### config.mk
export PLATFORM = sky130hd
export DESIGN_NAME = sram_fb_requester_flat
export DESIGN_NICKNAME = d
export VERILOG_FILES = /design/src/rtl/sram_fb_requester_if.sv /design/src/rtl/sram_fb_requester.sv /design/src/flat_wrapper.sv
export SDC_FILE = /design/constraint.sdc
export NUM_CORES = 1
export LEC_CHECK = 0
export BUFFER_PORTS_ARGS = -buffer_cell sky130_fd_sc_hd__buf_2
export CAP_MARGIN = 40
export CORE_MARGIN = 2
export CORE_UTILIZATION = 45
export CTS_BUF_LIST = sky130_fd_sc_hd__clkbuf_8
export CTS_CLUSTER_DIAMETER = 150
export DETAILED_ROUTE_END_ITERATION = 16
export PLACE_DENSITY = 0.76
export RECOVER_POWER = 25
export SLEW_MARGIN = 40
export SYNTH_ARGS = -nofsm -noshare
export SYNTH_HDL_FRONTEND = slang
export SYNTH_SLANG_ARGS = --single-unit
### constraint.sdc
create_clock -name clk -period 3.3 [get_ports clk]
set_input_delay 0.33 -clock clk [delete_from_list [all_inputs] [get_ports clk]]
set_output_delay 0.33 -clock clk [all_outputs]
set_load 0.05 [all_outputs]
### src/rtl/sram_fb_requester_if.sv
// -----------------------------------------------------------------------------
// sram_fb_requester_if
// Request port between a client and the SRAM controller.
//   mem        client -> controller : request an operation
//   rw         client -> controller : 1 = read, 0 = write
//   addr       client -> controller : 20-bit byte address
//   data2ram   client -> controller : write byte
//   ready      controller -> client : controller idle; request sampled this cycle
//   data2fpga  controller -> client : registered read byte
// A request is taken in the cycle where mem & ready are both high. The
// controller then holds ready low for two cycles. Read data is valid in the
// cycle where ready returns high.
// -----------------------------------------------------------------------------
`timescale 1ns/1ps

interface sram_fb_requester_if;
   logic        mem;
   logic        rw;
   logic [19:0] addr;
   logic [7:0]  data2ram;
   logic        ready;
   logic [7:0]  data2fpga;

   modport master (
      output mem,
      output rw,
      output addr,
      output data2ram,
      input  ready,
      input  data2fpga
   );

   modport slave (
      input  mem,
      input  rw,
      input  addr,
      input  data2ram,
      output ready,
      output data2fpga
   );
endinterface

### src/rtl/sram_fb_requester.sv
// -----------------------------------------------------------------------------
// sram_fb_requester
// Client-side master on the SRAM controller request port. It streams the
// frame buffer (FB_BASE .. FB_BASE+FB_SIZE-1, wrapping) into a small
// show-ahead FIFO for the video output path and slots single-byte writes from
// the pixel writer in between the reads.
//
// Ports
//   clk          system clock
//   rst_n        synchronous reset, active low
//   frame_start  1-cycle pulse: flush FIFO, restart read stream at FB_BASE
//   fifo_rd      pop FIFO head
//   fifo_data    FIFO head byte (valid while fifo_empty = 0)
//   fifo_empty   FIFO empty
//   fifo_count   FIFO occupancy
//   underrun     1-cycle pulse after fifo_rd was seen on an empty FIFO
//   wr_req       write request; held with wr_addr/wr_data until wr_ack
//   wr_addr      write address
//   wr_data      write byte
//   wr_ack       1-cycle pulse: write taken by the controller
//   bus          controller request port (master side)
//
// Arbitration happens only in S_IDLE. While the FIFO is below LOW_WM the
// video stream is starving, so reads win; otherwise pending writes win.
// -----------------------------------------------------------------------------
`timescale 1ns/1ps

module sram_fb_requester #(
   parameter logic [19:0] FB_BASE = 20'h00000,
   parameter int unsigned FB_SIZE = 61440,
   parameter int unsigned FIFO_AW = 3,
   parameter int unsigned LOW_WM  = 2
) (
   input  logic                 clk,
   input  logic                 rst_n,
   input  logic                 frame_start,
   input  logic                 fifo_rd,
   output logic [7:0]           fifo_data,
   output logic                 fifo_empty,
   output logic [FIFO_AW:0]     fifo_count,
   output logic                 underrun,
   input  logic                 wr_req,
   input  logic [19:0]          wr_addr,
   input  logic [7:0]           wr_data,
   output logic                 wr_ack,
   sram_fb_requester_if.master  bus
);

   localparam int unsigned DEPTH   = 1 << FIFO_AW;
   // Last frame-buffer address; the read pointer wraps back after it.
   localparam logic [19:0] FB_LAST = FB_BASE + 20'(FB_SIZE - 1);

   typedef enum logic [1:0] {
      S_IDLE = 2'd0,
      S_REQ  = 2'd1,
      S_WAIT = 2'd2
   } state_t;

   state_t               state_q,    state_d;
   logic                 mem_q,      mem_d;
   logic                 rw_q,       rw_d;
   logic [19:0]          addr_q,     addr_d;
   logic [7:0]           data2ram_q, data2ram_d;
   logic                 wr_ack_q,   wr_ack_d;
   logic                 underrun_q, underrun_d;
   logic [19:0]          rd_ptr_q,   rd_ptr_d;
   logic                 discard_q,  discard_d;
   logic [FIFO_AW:0]     count_q,    count_d;
   logic [FIFO_AW-1:0]   head_q,     head_d;
   logic [FIFO_AW-1:0]   tail_q,     tail_d;

   logic [7:0]           fifo_mem_q [DEPTH];

   logic                 push;
   logic                 pop;
   logic                 inflight;
   logic [FIFO_AW+1:0]   level;
   logic                 read_ok;
   logic                 prefer_read;
   logic [19:0]          rd_addr_sel;

   // ---------------------------------------------------------------------
   // FIFO control
   // ---------------------------------------------------------------------
   always_comb begin
      // A byte is pushed when the controller returns a read, unless that
      // read was started before a frame_start (discard) or frame_start is
      // flushing the FIFO in this very cycle.
      push = (state_q == S_WAIT) && bus.ready && rw_q && !discard_q && !frame_start;
      pop  = fifo_rd && (count_q != '0) && !frame_start;

      count_d    = count_q;
      head_d     = head_q;
      tail_d     = tail_q;
      underrun_d = fifo_rd && (count_q == '0);

      if (frame_start) begin
         count_d = '0;
         head_d  = '0;
         tail_d  = '0;
      end else begin
         if (push) begin
            tail_d = tail_q + 1'b1;
         end
         if (pop) begin
            head_d = head_q + 1'b1;
         end
         case ({push, pop})
            2'b10:   count_d = count_q + 1'b1;
            2'b01:   count_d = count_q - 1'b1;
            default: count_d = count_q;
         endcase
      end
   end

   // Storage carries no reset: contents are only observed while count > 0.
   always_ff @(posedge clk) begin
      if (push) begin
         fifo_mem_q[tail_q] <= bus.data2fpga;
      end
   end

   // ---------------------------------------------------------------------
   // Request FSM
   // ---------------------------------------------------------------------
   always_comb begin
      // A read sitting in S_REQ/S_WAIT will still occupy a FIFO slot.
      inflight    = rw_q && (state_q != S_IDLE);
      level       = {1'b0, count_q} + {{(FIFO_AW + 1){1'b0}}, inflight};
      read_ok     = level < (FIFO_AW + 2)'(DEPTH);
      prefer_read = count_q < (FIFO_AW + 1)'(LOW_WM);
      // A read launched in the same cycle as frame_start already belongs to
      // the new frame.
      rd_addr_sel = frame_start ? FB_BASE : rd_ptr_q;

      state_d    = state_q;
      mem_d      = mem_q;
      rw_d       = rw_q;
      addr_d     = addr_q;
      data2ram_d = data2ram_q;
      wr_ack_d   = 1'b0;
      rd_ptr_d   = rd_ptr_q;
      discard_d  = discard_q;

      case (state_q)
         S_IDLE: begin
            if (read_ok && (prefer_read || !wr_req)) begin
               rw_d    = 1'b1;
               addr_d  = rd_addr_sel;
               mem_d   = 1'b1;
               state_d = S_REQ;
            end else if (wr_req) begin
               rw_d       = 1'b0;
               addr_d     = wr_addr;
               data2ram_d = wr_data;
               mem_d      = 1'b1;
               state_d    = S_REQ;
            end
         end

         S_REQ: begin
            if (bus.ready) begin
               mem_d   = 1'b0;
               state_d = S_WAIT;
               if (!rw_q) begin
                  wr_ack_d = 1'b1;
               end else begin
                  rd_ptr_d = (rd_ptr_q == FB_LAST) ? FB_BASE : rd_ptr_q + 20'd1;
               end
            end
         end

         S_WAIT: begin
            if (bus.ready) begin
               state_d = S_IDLE;
               if (rw_q) begin
                  discard_d = 1'b0;
               end
            end
         end

         default: begin
            state_d = S_IDLE;
            mem_d   = 1'b0;
         end
      endcase

      // frame_start restarts the stream. A read already on the bus must
      // finish its handshake, but its byte belongs to the old frame. When
      // that read is returning in this same cycle, the push is already
      // suppressed above, so the flag is not needed.
      if (frame_start) begin
         rd_ptr_d = FB_BASE;
         if (inflight && !((state_q == S_WAIT) && bus.ready)) begin
            discard_d = 1'b1;
         end
      end
   end

   always_ff @(posedge clk) begin
      if (!rst_n) begin
         state_q    <= S_IDLE;
         mem_q      <= 1'b0;
         rw_q       <= 1'b1;
         addr_q     <= FB_BASE;
         data2ram_q <= 8'h00;
         wr_ack_q   <= 1'b0;
         underrun_q <= 1'b0;
         rd_ptr_q   <= FB_BASE;
         discard_q  <= 1'b0;
         count_q    <= '0;
         head_q     <= '0;
         tail_q     <= '0;
      end else begin
         state_q    <= state_d;
         mem_q      <= mem_d;
         rw_q       <= rw_d;
         addr_q     <= addr_d;
         data2ram_q <= data2ram_d;
         wr_ack_q   <= wr_ack_d;
         underrun_q <= underrun_d;
         rd_ptr_q   <= rd_ptr_d;
         discard_q  <= discard_d;
         count_q    <= count_d;
         head_q     <= head_d;
         tail_q     <= tail_d;
      end
   end

   // ---------------------------------------------------------------------
   // Outputs
   // ---------------------------------------------------------------------
   assign bus.mem      = mem_q;
   assign bus.rw       = rw_q;
   assign bus.addr     = addr_q;
   assign bus.data2ram = data2ram_q;

   assign fifo_data    = fifo_mem_q[head_q];
   assign fifo_empty   = (count_q == '0);
   assign fifo_count   = count_q;
   assign underrun     = underrun_q;
   assign wr_ack       = wr_ack_q;

endmodule

### src/flat_wrapper.sv
// flat-port wrapper written by rule: the top's interface ports become plain ports
module sram_fb_requester_flat 
#(
   parameter logic [19:0] FB_BASE = 20'h00000,
   parameter int unsigned FB_SIZE = 61440,
   parameter int unsigned FIFO_AW = 3,
   parameter int unsigned LOW_WM  = 2
)
  (clk, rst_n, frame_start, fifo_rd, fifo_data, fifo_empty, fifo_count, underrun, wr_req, wr_addr, wr_data, wr_ack, bus_mem, bus_rw, bus_addr, bus_data2ram, bus_ready, bus_data2fpga);
  sram_fb_requester_if bus_i ();
  input  logic clk;
  input  logic rst_n;
  input  logic frame_start;
  input  logic fifo_rd;
  output logic [7:0] fifo_data;
  output logic fifo_empty;
  output logic [FIFO_AW:0] fifo_count;
  output logic underrun;
  input  logic wr_req;
  input  logic [19:0] wr_addr;
  input  logic [7:0] wr_data;
  output logic wr_ack;
  output wire logic [$bits(bus_i.mem)-1:0] bus_mem;
  output wire logic [$bits(bus_i.rw)-1:0] bus_rw;
  output wire logic [$bits(bus_i.addr)-1:0] bus_addr;
  output wire logic [$bits(bus_i.data2ram)-1:0] bus_data2ram;
  input wire logic [$bits(bus_i.ready)-1:0] bus_ready;
  input wire logic [$bits(bus_i.data2fpga)-1:0] bus_data2fpga;
  assign bus_mem = bus_i.mem;
  assign bus_rw = bus_i.rw;
  assign bus_addr = bus_i.addr;
  assign bus_data2ram = bus_i.data2ram;
  assign bus_i.ready = bus_ready;
  assign bus_i.data2fpga = bus_data2fpga;
  sram_fb_requester #(.FB_BASE(FB_BASE), .FB_SIZE(FB_SIZE), .FIFO_AW(FIFO_AW), .LOW_WM(LOW_WM)) u_core (.clk(clk), .rst_n(rst_n), .frame_start(frame_start), .fifo_rd(fifo_rd), .fifo_data(fifo_data), .fifo_empty(fifo_empty), .fifo_count(fifo_count), .underrun(underrun), .wr_req(wr_req), .wr_addr(wr_addr), .wr_data(wr_data), .wr_ack(wr_ack), .bus(bus_i));
endmodule
==> results by group <==
Outcome
  – Status: complete, no violations

Clocking
  – Post-CTS Setup Repair Bufs: 0
  – Post-CTS Hold Fix Bufs: 0
  – CTS max path bufs: 2
  – Worst-Skew Late Latency: approximately 0.44 ns
  – Num Clock Sinks: roughly 130
  – Resized cells post-CTS: 0
  – CTS tree: done
  – Total CTS buffers: 17
  – Clock transition at path regs: about 0.070 ns
  – Root Buffer: clkbuf_8
  – H-tree Lvls: 4

Yosys
  – Seq cells post-synth: 132
  – Top_reg_cell synth: dfxtp_1
  – Net Count, Synth: 509
  – Ys async rst share: 0%
  – Yosys warning count: 0
  – Syn_area_per_cell: between 10 and 15 um2
  – Mapped Area: about 0.0056 mm2
  – Synth Instances: about 460
  – Yosys cell types: between 40 and 50
  – Seq/Total Area, Yosys: about 59%
  – Number of enable flip-flop cells after synthesis: between 60 and 70

Drt
  – Vias: about 4000
  – Drc violations: 0
  – Routed vias/inst: between 5 and 6
  – DRT iter0 DRCs: 292
  – DR WL/cell: between 15 and 20 um
  – TritonRoute pass-1 iters: 4
  – Final ANT Viol Nets: 0
  – Final WL: between 10000 and 15000 um

Power and ir drop
  – Leak: between 2 and 2.5 nW
  – Peak VDD IR: approximately 0.00022 V
  – PwrDens: 501 mW/mm2

Job
  – MaxCap Viol Count: 0

Worst hold path
  – Worst hold path depth: 3
  – HP Class: in2reg

Global route
  – Vias in the first global route: about 3900
  – Largest net degree at the start of global routing: 44
  – Gr usage total: 18.5%
  – Total gr overflow: 0
  – Number of antenna violations at the first check in global routing: 0
  – First-pass GRT wire length: ~19000 um

Finish
  – Post-layout nets: 597
  – Area growth syn-to-layout: 18.2%
  – N_diodes: 0
  – Share of cells above drive strength 1: a little under a third
  – Finished Cell Area: approximately 0.0066 mm2

Worst setup path
  – Crit Path Class: reg2reg
  – Worst EP required: around 3.7 ns
  – R2R depth: 7
  – Crit path max fanout: 11
  – CP arrival: approximately 3.0 ns
  – Worst setup SP type: flop
  – Critical Path End Type: flop
  – Reg-to-reg setup timing slack: between 0.6 and 0.7 ns

Die
  – # IOs: just under 90
  – Cell row count: 40
  – Die Y: ~120 um
  – Area of the die: 0.0133 mm2
  – Core box area: 0.0121 mm2
  – Die Width: between 100 and 150 um
  – Initial core utilization: roughly 46%

Place
  – HPWL Detailed: roughly 8000 um
  – Final Wtd Congestion: roughly 0.82
  – Port-buffer cells: 86
  – Placement Cell Area: a little over 0.006 mm2

Timing
  – RSZ-0062 raised after global routing: no
  – Final setup viols: 0
  – Final period util: ~80%
  – Setup Skew: 0.00760 ns
  – Slew of the pin with the lowest slew margin: around 0.75 ns
  – Max frequency: ~0.38 GHz
  – Slew Limit Headroom: 49.9%
  – Setup TNS: 0 ns
  – Final hold violations: 0
  – Pins Over Slew Limit: 0
  – Final min period: 2.63 ns
[per-layer routing]
metal	GRT usage, %	up-vias	share of wire [%]	wire length (um)
met1	22.4	1923	43	5000
met2	31.6	103	51	6010
met5	0	-	0	0
met3	4.64	19	4.3	500
li1	-	1908	-	-
met4	7.95	0	1.8	209
[cells by family (layout without fill, tap and decap cells)]
family | count (synthesis) | in the layout | synth area share (%)
adders and majority gates | 6 | 6 | 1.34
buffers and inverters | 36 | 137 | 2.67
xor gates and xnor gates | 15 | 15 | 2.35
DFF | 132 | 132 | 58.8
muxes | 36 | 36 | 10.2
AOI/OAI and AO/OA | 82 | 82 | 8.34
and+or+nand+nor | 154 | 154 | 16.3
[final timing paths]
kind,start,to
hold reg to reg,u_core.rd_ptr_q[1]$_SDFFE_PP0P_,u_core.rd_ptr_q[1]$_SDFFE_PP0P_
hold / removal,wr_addr[11],u_core.bus.addr[11]$_SDFFE_PN0P_
setup / recovery,u_core.state_q[0]$_SDFFE_PN0P_,u_core.fifo_count[3]$_SDFFE_PP0P_
setup reg to reg,u_core.state_q[0]$_SDFFE_PN0P_,u_core.fifo_count[3]$_SDFFE_PP0P_
[worst max-delay path: stages (launching register included)]
cell      delay [ns]
dfxtp_1         0.43
nand4b_1        0.30
nor3_1          0.24
inv_1           0.14
ha_1            0.41
or4b_2          0.71
a31o_2          0.22
a21oi_1         0.12
[where the power goes]
group | internal (mW) | total [mW] | switching, mW
Clock | 0.744 | 1.31 | 0.565
Sequential | 1.74 | 1.76 | 0.0180
Combinational | 0.0677 | 0.239 | 0.171
[flip-flops by register name, summed over array words and instances (netlist names), named ones only]
signal               flops
u_core.fifo_mem_q       64
u_core.bus.addr         20
u_core.rd_ptr_q         20
u_core.bus.data2ram      8
u_core.fifo_count        4
u_core.head_q            3
u_core.tail_q            3
u_core.state_q           2
u_core.bus.mem           1
u_core.bus.rw            1
u_core.discard_q         1
u_core.underrun          1
u_core.wr_ack            1
[metrics by stage]
stage          utilization (%)  hold WS (ns)  power (mW)  worst slack, ns  instances
2_1_floorplan                -         0.429        1.95            0.331        461
3_3_place_gp              51.5         0.497        2.03            0.779        698
3_5_place_dp              51.5         0.502        2.04            0.698        698
4_1_cts                   54.8         0.117        3.35            0.682        730
5_1_grt                   54.7         0.129        3.43            0.425        730
6_report                  54.7         0.144        3.31            0.665        730
[synthesized netlist by cell type, drive strengths merged (11+ instances only)]
library cell | n | area, um2
nor2b | 11 | 68.8
nand2 | 35 | 131
clkbuf | 25 | 93.8
mux4 | 16 | 360
or3b | 18 | 158
o21ai | 35 | 175
dfxtp | 68 | 1360
a31oi | 21 | 131
edfxtp | 64 | 1920
or3 | 12 | 75.1
nor2 | 26 | 97.6
a21oi | 18 | 93.8
mux2i | 12 | 120
[cells in the final DEF (no fill, tap or decap), types with 9 or more instances in the layout]
cell type,n
buf_2,78
dfxtp_1,68
edfxtp_1,64
nand2_1,35
o21ai_0,35
nor2_1,26
clkbuf_8,25
a31oi_1,21
or3b_2,18
a21oi_1,17
mux4_2,16
buf_4,14
mux2i_1,12
or3_1,12
nor2b_1,11
inv_1,9
[layout make-up]
class | instances | area, um2
fill | 1024 | 5460
sequential | 132 | 3280
multi-input combinational | 293 | 2160
timing repair buffer | 100 | 526
clock buffer | 25 | 344
tap | 168 | 210
clock inverter | 7 | 55.1
inverter | 5 | 18.8
Power figures use the tool's default switching activity.
